File: src/rtl/base_addr_burst_rd_pkg.sv
// Shared constants, FSM encoding and burst sizing helper for the base-address burst reader.
package base_rd_pkg;

    localparam logic [1:0] AXI_BURST_INCR = 2'b01;
    localparam logic [1:0] AXI_RESP_OKAY  = 2'b00;

    // FSM state encoding, kept as plain constants so older code can match on raw values
    typedef logic [1:0] state_t;
    localparam state_t ST_IDLE  = 2'd0;
    localparam state_t ST_ISSUE = 2'd1;
    localparam state_t ST_DRAIN = 2'd2;
    localparam state_t ST_DONE  = 2'd3;

    // Beats in the next burst: stop at the burst-size boundary or at the end of the job,
    // whichever comes first. Aligned bursts of <= 4 KB can never cross a 4 KB page.
    function automatic logic [8:0] burst_len_calc(
        input logic [63:0]  addr,
        input logic [31:0]  beats_left,
        input int unsigned  bpb_log2,
        input int unsigned  burst_len
    );
        logic [31:0] idx;
        logic [31:0] room;
        idx  = 32'((addr >> bpb_log2) & 64'(burst_len - 1));
        room = 32'(burst_len) - idx;
        return (beats_left < room) ? 9'(beats_left) : 9'(room);
    endfunction

endpackage

File: src/rtl/base_addr_burst_rd_if.sv
// AXI4 read-address / read-data channel pair used by the burst reader.
interface base_addr_burst_rd_if #(
    parameter int ADDR_W = 32,
    parameter int DATA_W = 32
);
    logic [ADDR_W-1:0] m_axi_araddr;
    logic [7:0]        m_axi_arlen;
    logic [2:0]        m_axi_arsize;
    logic [1:0]        m_axi_arburst;
    logic              m_axi_arvalid;
    logic              m_axi_arready;
    logic [DATA_W-1:0] m_axi_rdata;
    logic [1:0]        m_axi_rresp;
    logic              m_axi_rlast;
    logic              m_axi_rvalid;
    logic              m_axi_rready;

    modport master (
        output m_axi_araddr, m_axi_arlen, m_axi_arsize, m_axi_arburst, m_axi_arvalid,
        input  m_axi_arready,
        input  m_axi_rdata, m_axi_rresp, m_axi_rlast, m_axi_rvalid,
        output m_axi_rready
    );

    modport slave (
        input  m_axi_araddr, m_axi_arlen, m_axi_arsize, m_axi_arburst, m_axi_arvalid,
        output m_axi_arready,
        output m_axi_rdata, m_axi_rresp, m_axi_rlast, m_axi_rvalid,
        input  m_axi_rready
    );
endinterface

File: src/rtl/base_addr_burst_rd_outstanding.sv
// Count of AR bursts accepted but not yet closed by RLAST, plus the "room to issue" compare.
module axi_rd_outstanding_cnt
    import base_rd_pkg::*;
#(
    parameter  int MAX_OUTSTANDING = 4,
    localparam int CNT_W           = $clog2(MAX_OUTSTANDING + 1)
) (
    input  logic             clk,
    input  logic             rst_n,
    input  logic             inc_i,
    input  logic             dec_i,
    output logic [CNT_W-1:0] cnt_o,
    output logic             can_issue_o,
    output logic             empty_o
);

    logic [CNT_W-1:0] cnt_q, cnt_d;

    // Simultaneous accept and completion cancel out; decrement never wraps below zero
    always_comb begin
        cnt_d = cnt_q;
        if (inc_i && !dec_i)
            cnt_d = cnt_q + CNT_W'(1);
        else if (dec_i && !inc_i && cnt_q != '0)
            cnt_d = cnt_q - CNT_W'(1);
    end

    // Counter register
    always_ff @(posedge clk or negedge rst_n) begin
        if (!rst_n) cnt_q <= '0;
        else        cnt_q <= cnt_d;
    end

    // A completion with nothing in flight, or an accept beyond the limit, is a protocol error
    always_ff @(posedge clk) begin
        if (rst_n) begin
            assert (!(dec_i && !inc_i && cnt_q == '0))
                else $error("outstanding counter underflow");
            assert (!(inc_i && !dec_i && cnt_q == CNT_W'(MAX_OUTSTANDING)))
                else $error("outstanding counter overflow");
        end
    end

    assign cnt_o       = cnt_q;
    assign can_issue_o = (cnt_q < CNT_W'(MAX_OUTSTANDING));
    assign empty_o     = (cnt_q == '0);

endmodule

File: src/rtl/base_addr_burst_rd.sv
// Fetches TOTAL_BEATS words from DDR starting at the captured base address using aligned
// INCR bursts, and streams the returned data straight through to the downstream consumer.
module base_addr_burst_rd
    import base_rd_pkg::*;
#(
    parameter int ADDR_W          = 32,
    parameter int DATA_W          = 32,
    parameter int BURST_LEN       = 16,
    parameter int TOTAL_BEATS     = 1024,
    parameter int MAX_OUTSTANDING = 4
) (
    input  logic                 clk,
    input  logic                 rst_n,
    input  logic                 base_done_i,
    input  logic [ADDR_W-1:0]    base_addr_i,
    base_addr_burst_rd_if.master axi,
    output logic [DATA_W-1:0]    out_data,
    output logic                 out_valid,
    input  logic                 out_ready,
    output logic                 busy_o,
    output logic                 done_o,
    output logic                 err_o
);

    localparam int BPB      = DATA_W / 8;
    localparam int BPB_LOG2 = $clog2(BPB);
    localparam int BL_W     = $clog2(TOTAL_BEATS + 1);
    localparam int CNT_W    = $clog2(MAX_OUTSTANDING + 1);

    logic              base_done_q;
    state_t            state_q, state_d;
    logic [ADDR_W-1:0] cur_addr_q, cur_addr_d;
    logic [BL_W-1:0]   beats_left_q, beats_left_d;
    logic              arvalid_q, arvalid_d;
    logic [ADDR_W-1:0] araddr_q, araddr_d;
    logic [7:0]        arlen_q, arlen_d;
    logic              busy_q, busy_d;
    logic              done_q, done_d;
    logic              err_q, err_d;

    logic              start;
    logic              ar_hs, r_hs, r_last_hs;
    logic              can_issue, cnt_empty;
    logic [CNT_W-1:0]  out_cnt;
    logic [8:0]        next_len, acc_len;

    assign start     = base_done_i & ~base_done_q;
    assign ar_hs     = arvalid_q & axi.m_axi_arready;
    assign r_hs      = axi.m_axi_rvalid & out_ready;
    assign r_last_hs = r_hs & axi.m_axi_rlast;

    // Length of the burst about to be issued, and of the one currently on the bus
    assign next_len = burst_len_calc(64'(cur_addr_q), 32'(beats_left_q), BPB_LOG2, BURST_LEN);
    assign acc_len  = {1'b0, arlen_q} + 9'd1;

    axi_rd_outstanding_cnt #(
        .MAX_OUTSTANDING (MAX_OUTSTANDING)
    ) u_outstanding (
        .clk         (clk),
        .rst_n       (rst_n),
        .inc_i       (ar_hs),
        .dec_i       (r_last_hs),
        .cnt_o       (out_cnt),
        .can_issue_o (can_issue),
        .empty_o     (cnt_empty)
    );

    // Job FSM: capture, issue bursts one AR at a time, wait for all RLASTs, pulse done
    always_comb begin
        state_d      = state_q;
        cur_addr_d   = cur_addr_q;
        beats_left_d = beats_left_q;
        arvalid_d    = arvalid_q;
        araddr_d     = araddr_q;
        arlen_d      = arlen_q;
        busy_d       = busy_q;
        done_d       = 1'b0;
        err_d        = err_q | (r_hs && axi.m_axi_rresp != AXI_RESP_OKAY);

        case (state_q)
            ST_IDLE: begin
                if (start) begin
                    cur_addr_d   = base_addr_i & ~ADDR_W'(BPB - 1);
                    beats_left_d = BL_W'(TOTAL_BEATS);
                    err_d        = 1'b0;
                    busy_d       = 1'b1;
                    state_d      = ST_ISSUE;
                end
            end
            ST_ISSUE: begin
                if (ar_hs) begin
                    // Dropping arvalid here forces a one-cycle gap before the next request
                    arvalid_d    = 1'b0;
                    cur_addr_d   = cur_addr_q + (ADDR_W'(acc_len) << BPB_LOG2);
                    beats_left_d = beats_left_q - BL_W'(acc_len);
                    if (beats_left_q == BL_W'(acc_len))
                        state_d = ST_DRAIN;
                end else if (!arvalid_q && can_issue) begin
                    arvalid_d = 1'b1;
                    araddr_d  = cur_addr_q;
                    arlen_d   = 8'(next_len - 9'd1);
                end
            end
            ST_DRAIN: begin
                if (cnt_empty) begin
                    done_d  = 1'b1;
                    state_d = ST_DONE;
                end
            end
            ST_DONE: begin
                busy_d  = 1'b0;
                state_d = ST_IDLE;
            end
            default: state_d = ST_IDLE;
        endcase
    end

    // State and AR channel registers; reset returns everything to idle immediately
    always_ff @(posedge clk or negedge rst_n) begin
        if (!rst_n) begin
            base_done_q  <= 1'b0;
            state_q      <= ST_IDLE;
            cur_addr_q   <= '0;
            beats_left_q <= '0;
            arvalid_q    <= 1'b0;
            araddr_q     <= '0;
            arlen_q      <= '0;
            busy_q       <= 1'b0;
            done_q       <= 1'b0;
            err_q        <= 1'b0;
        end else begin
            base_done_q  <= base_done_i;
            state_q      <= state_d;
            cur_addr_q   <= cur_addr_d;
            beats_left_q <= beats_left_d;
            arvalid_q    <= arvalid_d;
            araddr_q     <= araddr_d;
            arlen_q      <= arlen_d;
            busy_q       <= busy_d;
            done_q       <= done_d;
            err_q        <= err_d;
        end
    end

    assign axi.m_axi_araddr  = araddr_q;
    assign axi.m_axi_arlen   = arlen_q;
    assign axi.m_axi_arsize  = 3'(BPB_LOG2);
    assign axi.m_axi_arburst = AXI_BURST_INCR;
    assign axi.m_axi_arvalid = arvalid_q;
    // Ready follows downstream even outside a job so stray beats never wedge the bus
    assign axi.m_axi_rready  = out_ready;

    assign out_data  = axi.m_axi_rdata;
    assign out_valid = axi.m_axi_rvalid & busy_q;
    assign busy_o    = busy_q;
    assign done_o    = done_q;
    assign err_o     = err_q;

endmodule
File: src/flat_wrapper.sv
// flat-port wrapper written by rule: the top's interface ports become plain ports
module base_addr_burst_rd_flat import base_rd_pkg::*;
#(
    parameter int ADDR_W          = 32,
    parameter int DATA_W          = 32,
    parameter int BURST_LEN       = 16,
    parameter int TOTAL_BEATS     = 1024,
    parameter int MAX_OUTSTANDING = 4
)
  (clk, rst_n, base_done_i, base_addr_i, out_data, out_valid, out_ready, busy_o, done_o, err_o, axi_m_axi_araddr, axi_m_axi_arlen, axi_m_axi_arsize, axi_m_axi_arburst, axi_m_axi_arvalid, axi_m_axi_arready, axi_m_axi_rdata, axi_m_axi_rresp, axi_m_axi_rlast, axi_m_axi_rvalid, axi_m_axi_rready);
  base_addr_burst_rd_if #(.ADDR_W(ADDR_W), .DATA_W(DATA_W)) axi_i ();
  input  logic clk;
  input  logic rst_n;
  input  logic base_done_i;
  input  logic [ADDR_W-1:0] base_addr_i;
  output logic [DATA_W-1:0] out_data;
  output logic out_valid;
  input  logic out_ready;
  output logic busy_o;
  output logic done_o;
  output logic err_o;
  output wire logic [$bits(axi_i.m_axi_araddr)-1:0] axi_m_axi_araddr;
  output wire logic [$bits(axi_i.m_axi_arlen)-1:0] axi_m_axi_arlen;
  output wire logic [$bits(axi_i.m_axi_arsize)-1:0] axi_m_axi_arsize;
  output wire logic [$bits(axi_i.m_axi_arburst)-1:0] axi_m_axi_arburst;
  output wire logic [$bits(axi_i.m_axi_arvalid)-1:0] axi_m_axi_arvalid;
  input wire logic [$bits(axi_i.m_axi_arready)-1:0] axi_m_axi_arready;
  input wire logic [$bits(axi_i.m_axi_rdata)-1:0] axi_m_axi_rdata;
  input wire logic [$bits(axi_i.m_axi_rresp)-1:0] axi_m_axi_rresp;
  input wire logic [$bits(axi_i.m_axi_rlast)-1:0] axi_m_axi_rlast;
  input wire logic [$bits(axi_i.m_axi_rvalid)-1:0] axi_m_axi_rvalid;
  output wire logic [$bits(axi_i.m_axi_rready)-1:0] axi_m_axi_rready;
  assign axi_m_axi_araddr = axi_i.m_axi_araddr;
  assign axi_m_axi_arlen = axi_i.m_axi_arlen;
  assign axi_m_axi_arsize = axi_i.m_axi_arsize;
  assign axi_m_axi_arburst = axi_i.m_axi_arburst;
  assign axi_m_axi_arvalid = axi_i.m_axi_arvalid;
  assign axi_i.m_axi_arready = axi_m_axi_arready;
  assign axi_i.m_axi_rdata = axi_m_axi_rdata;
  assign axi_i.m_axi_rresp = axi_m_axi_rresp;
  assign axi_i.m_axi_rlast = axi_m_axi_rlast;
  assign axi_i.m_axi_rvalid = axi_m_axi_rvalid;
  assign axi_m_axi_rready = axi_i.m_axi_rready;
  base_addr_burst_rd #(.ADDR_W(ADDR_W), .DATA_W(DATA_W), .BURST_LEN(BURST_LEN), .TOTAL_BEATS(TOTAL_BEATS), .MAX_OUTSTANDING(MAX_OUTSTANDING)) u_core (.clk(clk), .rst_n(rst_n), .base_done_i(base_done_i), .base_addr_i(base_addr_i), .axi(axi_i), .out_data(out_data), .out_valid(out_valid), .out_ready(out_ready), .busy_o(busy_o), .done_o(done_o), .err_o(err_o));
endmodule
File: config.mk
export PLATFORM = sky130hd
export DESIGN_NAME = base_addr_burst_rd_flat
export DESIGN_NICKNAME = d
export VERILOG_FILES = /design/src/rtl/base_addr_burst_rd_pkg.sv /design/src/rtl/base_addr_burst_rd_if.sv /design/src/rtl/base_addr_burst_rd_outstanding.sv /design/src/rtl/base_addr_burst_rd.sv /design/src/flat_wrapper.sv
export SDC_FILE = /design/constraint.sdc
export NUM_CORES = 1
export LEC_CHECK = 0
export ABC_AREA = 1
export BUFFER_PORTS_ARGS = -buffer_cell sky130_fd_sc_hd__buf_2
export CELL_PAD_IN_SITES_DETAIL_PLACEMENT = 1
export CELL_PAD_IN_SITES_GLOBAL_PLACEMENT = 1
export CORE_MARGIN = 1.5
export CORE_UTILIZATION = 36
export CTS_BUF_LIST = sky130_fd_sc_hd__clkbuf_4 sky130_fd_sc_hd__clkbuf_8
export DETAILED_ROUTE_END_ITERATION = 8
export GPL_ROUTABILITY_DRIVEN = 0
export PLACE_DENSITY_LB_ADDON = 0.1
export SLEW_MARGIN = 40
export SYNTH_ARGS = -nofsm -noshare
export SYNTH_HDL_FRONTEND = slang
export SYNTH_SLANG_ARGS = --single-unit
File: constraint.sdc
create_clock -name clk -period 2.45 [get_ports clk]
set_input_delay 0.49 -clock clk [delete_from_list [all_inputs] [get_ports clk]]
set_output_delay 0.49 -clock clk [all_outputs]
set_load 0.03 [all_outputs]
==> impl_metrics.env <==
export IMPL_status="finished, violations left"
export IMPL_failed_checks="negative setup slack"
export IMPL_fin_area_um2=7530
export IMPL_h_tree_depth=3
export IMPL_ys_flop_type="dfrtp_1"
export IMPL_ys_warn_count=0
export IMPL_antenna_found_initial=0
export IMPL_worst_slack_ns=-0.108
export IMPL_cp_max_fo=4
export IMPL_finalSetupTns_ns=-0.859
export IMPL_yosysSeqAreaShare=0.378
export IMPL_drive_gt1_frac=0.350
export IMPL_maxSlewViolCount=0
export IMPL_placed_area_um2=6620
export IMPL_synth_area_leader_cell="dfrtp_1"
export IMPL_max_cap_viol_count=0
export IMPL_synth_seq_cells=89
export IMPL_die_x_um=131
export IMPL_synth_avg_cell_area_um2=7.74
export IMPL_synth_top_area_share=0.378
export IMPL_post_place_ws_ns=-0.198
export IMPL_fmax_ghz=0.391
export IMPL_die_y_um=131
export IMPL_worst_slew_pin_transition_ns=0.581
export IMPL_post_drt_wl_per_cell_um=16.7
export IMPL_cp_required_ns=2.71
export IMPL_final_cell_mix="nand2_1 (163), dfrtp_1 (85), buf_2 (81)"
export IMPL_drt_initial_drc_count=212
export IMPL_synthCells=760
export IMPL_nNetsFinal=980
export IMPL_routed_wl_um=18300
export IMPL_cts_sinks=89
export IMPL_critPathLaunch="u_core.axi.m_axi_arlen[0]$_DFFE_PN0P_"
export IMPL_io_pins=156
export IMPL_synthArstFlopShare=1.00
export IMPL_power_mw=10.8
export IMPL_drc_errors=0
export IMPL_yosys_top_cells_area="dfrtp_1 (38%), nand2_1 (11%), ha_1 (6.2%)"
export IMPL_via_count=5440
export IMPL_via_per_inst=4.96
export IMPL_r2r_start="u_core.axi.m_axi_arlen[0]$_DFFE_PN0P_"
export IMPL_min_period_ns=2.56
export IMPL_final_core_util=0.472
export IMPL_powerDensity_nw_per_um2=1430
export IMPL_syn_area_um2=5890
export IMPL_grt_total_usage=0.220
export IMPL_grt_pass1_vias=5697
export IMPL_rsz0062_at_grt="yes"
export IMPL_dp_hpwl_um=13400
export IMPL_cts_buffers=9
export IMPL_leakage_nw=3.62
export IMPL_final_common_cell="nand2_1"
export IMPL_fillers=2002
export IMPL_cts_path_max_buffers=2
export IMPL_area_growth_pct=27.9
export IMPL_worstSetupStartpointType="flop"
export IMPL_ant_nets=0
export IMPL_synth_edff_count=0
export IMPL_clock_latency_ns=0.38
export IMPL_clockRootBuffer="clkbuf_8"
export IMPL_grt_pass1_wl_um=29200
export IMPL_synthDistinctLibCells=46
export IMPL_ir_drop_mv=0.597
export IMPL_grt_max_degree=59
export IMPL_cp_end_kind="flop"
export IMPL_diodes=0
export IMPL_final_setup_viol_count=19
export IMPL_fin_crit_sh=1.04
export IMPL_rows=46
export IMPL_path_class="reg -> reg"
export IMPL_coreArea_um2=15900
export IMPL_dieArea_um2=17100
export IMPL_start_util=0.369
export IMPL_gr_total_overflow=0
export IMPL_max_slew_margin=0.613
export IMPL_hold_buffers=0
export IMPL_hold_viol_final=0
export IMPL_fin_skew_ns=0.00860
export IMPL_cts_tree="done"
export IMPL_drt_pass1_iter_count=4
export IMPL_clk_pin_slew_ns=0.09
export IMPL_hp_class="in -> async"
export IMPL_port_buffers=82
export IMPL_crit_arrival_ns=2.82
==> through the flow <==
| stage | hold WS, ns | cells |
|---|---|---|
| floorplan | 0.194 | 765 |
| global placement | 0.448 | 1060 |
| detailed placement | 0.455 | 1060 |
| CTS | 0.0678 | 1082 |
| global route | 0.0841 | 1096 |
| finish | 0.0682 | 1096 |
==> where the power goes <==
| part | total, mW | switching, mW | internal, mW | leakage [nW] |
|---|---|---|---|---|
| Clock | 0.961 | 0.577 | 0.384 | 0.0900 |
| Combinational | 7.15 | 4.23 | 2.92 | 2.38 |
| Sequential | 2.65 | 0.575 | 2.08 | 1.15 |
| Total | 10.8 | 5.38 | 5.38 | 3.62 |
==> final timing paths <==
check                                                    endpoint  slack, ns  cells past startpoint
min                        u_core.axi.m_axi_araddr[2]$_DFFE_PN0P_       0.07                      1
max                             u_core.cur_addr_q[12]$_DFFE_PN0P_      -0.11                     14
min in group clk                     u_core.base_done_q$_DFF_PN0_       0.24                      1
max reg2reg                     u_core.cur_addr_q[12]$_DFFE_PN0P_      -0.11                     14
max in group asynchronous       u_core.cur_addr_q[24]$_DFFE_PN0P_       1.68                      2
min reg2reg                u_core.axi.m_axi_araddr[6]$_DFFE_PN0P_       0.47                      2
==> worst max-delay path: stages (launching register included) <==
cell,delay [ns]
dfrtp_2,0.41
nand3_2,0.10
nand3b_1,0.20
nor2_1,0.13
nand2_1,0.09
xor2_1,0.22
inv_1,0.11
ha_4,0.33
nand2_4,0.07
inv_4,0.06
nand3_2,0.08
o21bai_2,0.26
buf_4,0.16
xor2_1,0.15
o21ai_1,0.08
==> registers in the layout, summed over array words and instances, names as in the netlist, 2 cells and up <==
signal and count:
u_core.axi.m_axi_arlen 8, u_core.axi.m_axi_araddr 30, u_core.state_q 2, u_core.u_outstanding.cnt_o 3
u_core.beats_left_q 11, u_core.cur_addr_q 30
==> metal layers <==
layer	up-vias	GRT usage	part of all wire
met3	24	0.0277	0.045
met5	-	0	0
met2	125	0.358	0.47
met1	2613	0.308	0.47
met4	0	0.0659	0.015
li1	2678	-	-
==> cell usage after synthesis (2+ instances only) <==
| master | n |
|---|---|
| conb_1 | 2 |
| fa_1 | 3 |
| nand4_1 | 14 |
| nand2_1 | 179 |
| xor2_1 | 15 |
| a21oi_1 | 27 |
| o21ai_0 | 42 |
| nor3_2 | 2 |
| o22ai_1 | 4 |
| a21oi_4 | 2 |
| a22oi_1 | 19 |
| o21ai_1 | 26 |
| o221ai_1 | 2 |
| inv_2 | 6 |
| clkbuf_1 | 3 |
| inv_1 | 82 |
| o21bai_1 | 2 |
| nand3b_1 | 2 |
| dfrtp_1 | 89 |
| nor3_4 | 2 |
| nor2_2 | 3 |
| nor3_1 | 12 |
| xnor2_1 | 7 |
| ha_1 | 29 |
| buf_2 | 9 |
| nor2_1 | 48 |
| buf_4 | 42 |
| nand3_1 | 56 |
| buf_6 | 3 |
| nor4_2 | 2 |
| nand2_2 | 11 |
==> final cells by class <==
class,count,area [µm²],share of cell area
multi-input combinational,529,3490,0.464
sequential,89,2230,0.297
timing repair buffer,157,1010,0.135
inverter,89,345,0.0459
tap,216,270,0.0359
clock buffer,10,131,0.0175
clock inverter,6,43.8,0.00582
==> logic make-up (layout without fill, tap and decap cells) <==
group | after synthesis | in the layout | share of synthesized area
multiplexers | 1 | 1 | 0.00191
XOR/XNOR | 22 | 22 | 0.0327
AND/OR/NAND/NOR | 335 | 335 | 0.255
other | 2 | 7 | 0.00128
buffers and inverters | 147 | 262 | 0.127
adder cells (fa/ha/maj) | 32 | 32 | 0.0719
flip-flops | 89 | 89 | 0.378
AO/OA/AOI/OAI | 132 | 132 | 0.132
==> timing repair <==
| item | in CTS | in global routing |
|---|---|---|
| gates resized for setup | 58 | 83 |
| setup buffers | 6 | 14 |
| hold endpoints to repair | 0 | 0 |
| pin swaps | 23 | 35 |
| endpoints found under the setup margin | 34 | 37 |
Note: power is estimated with default switching activity, not from simulation.
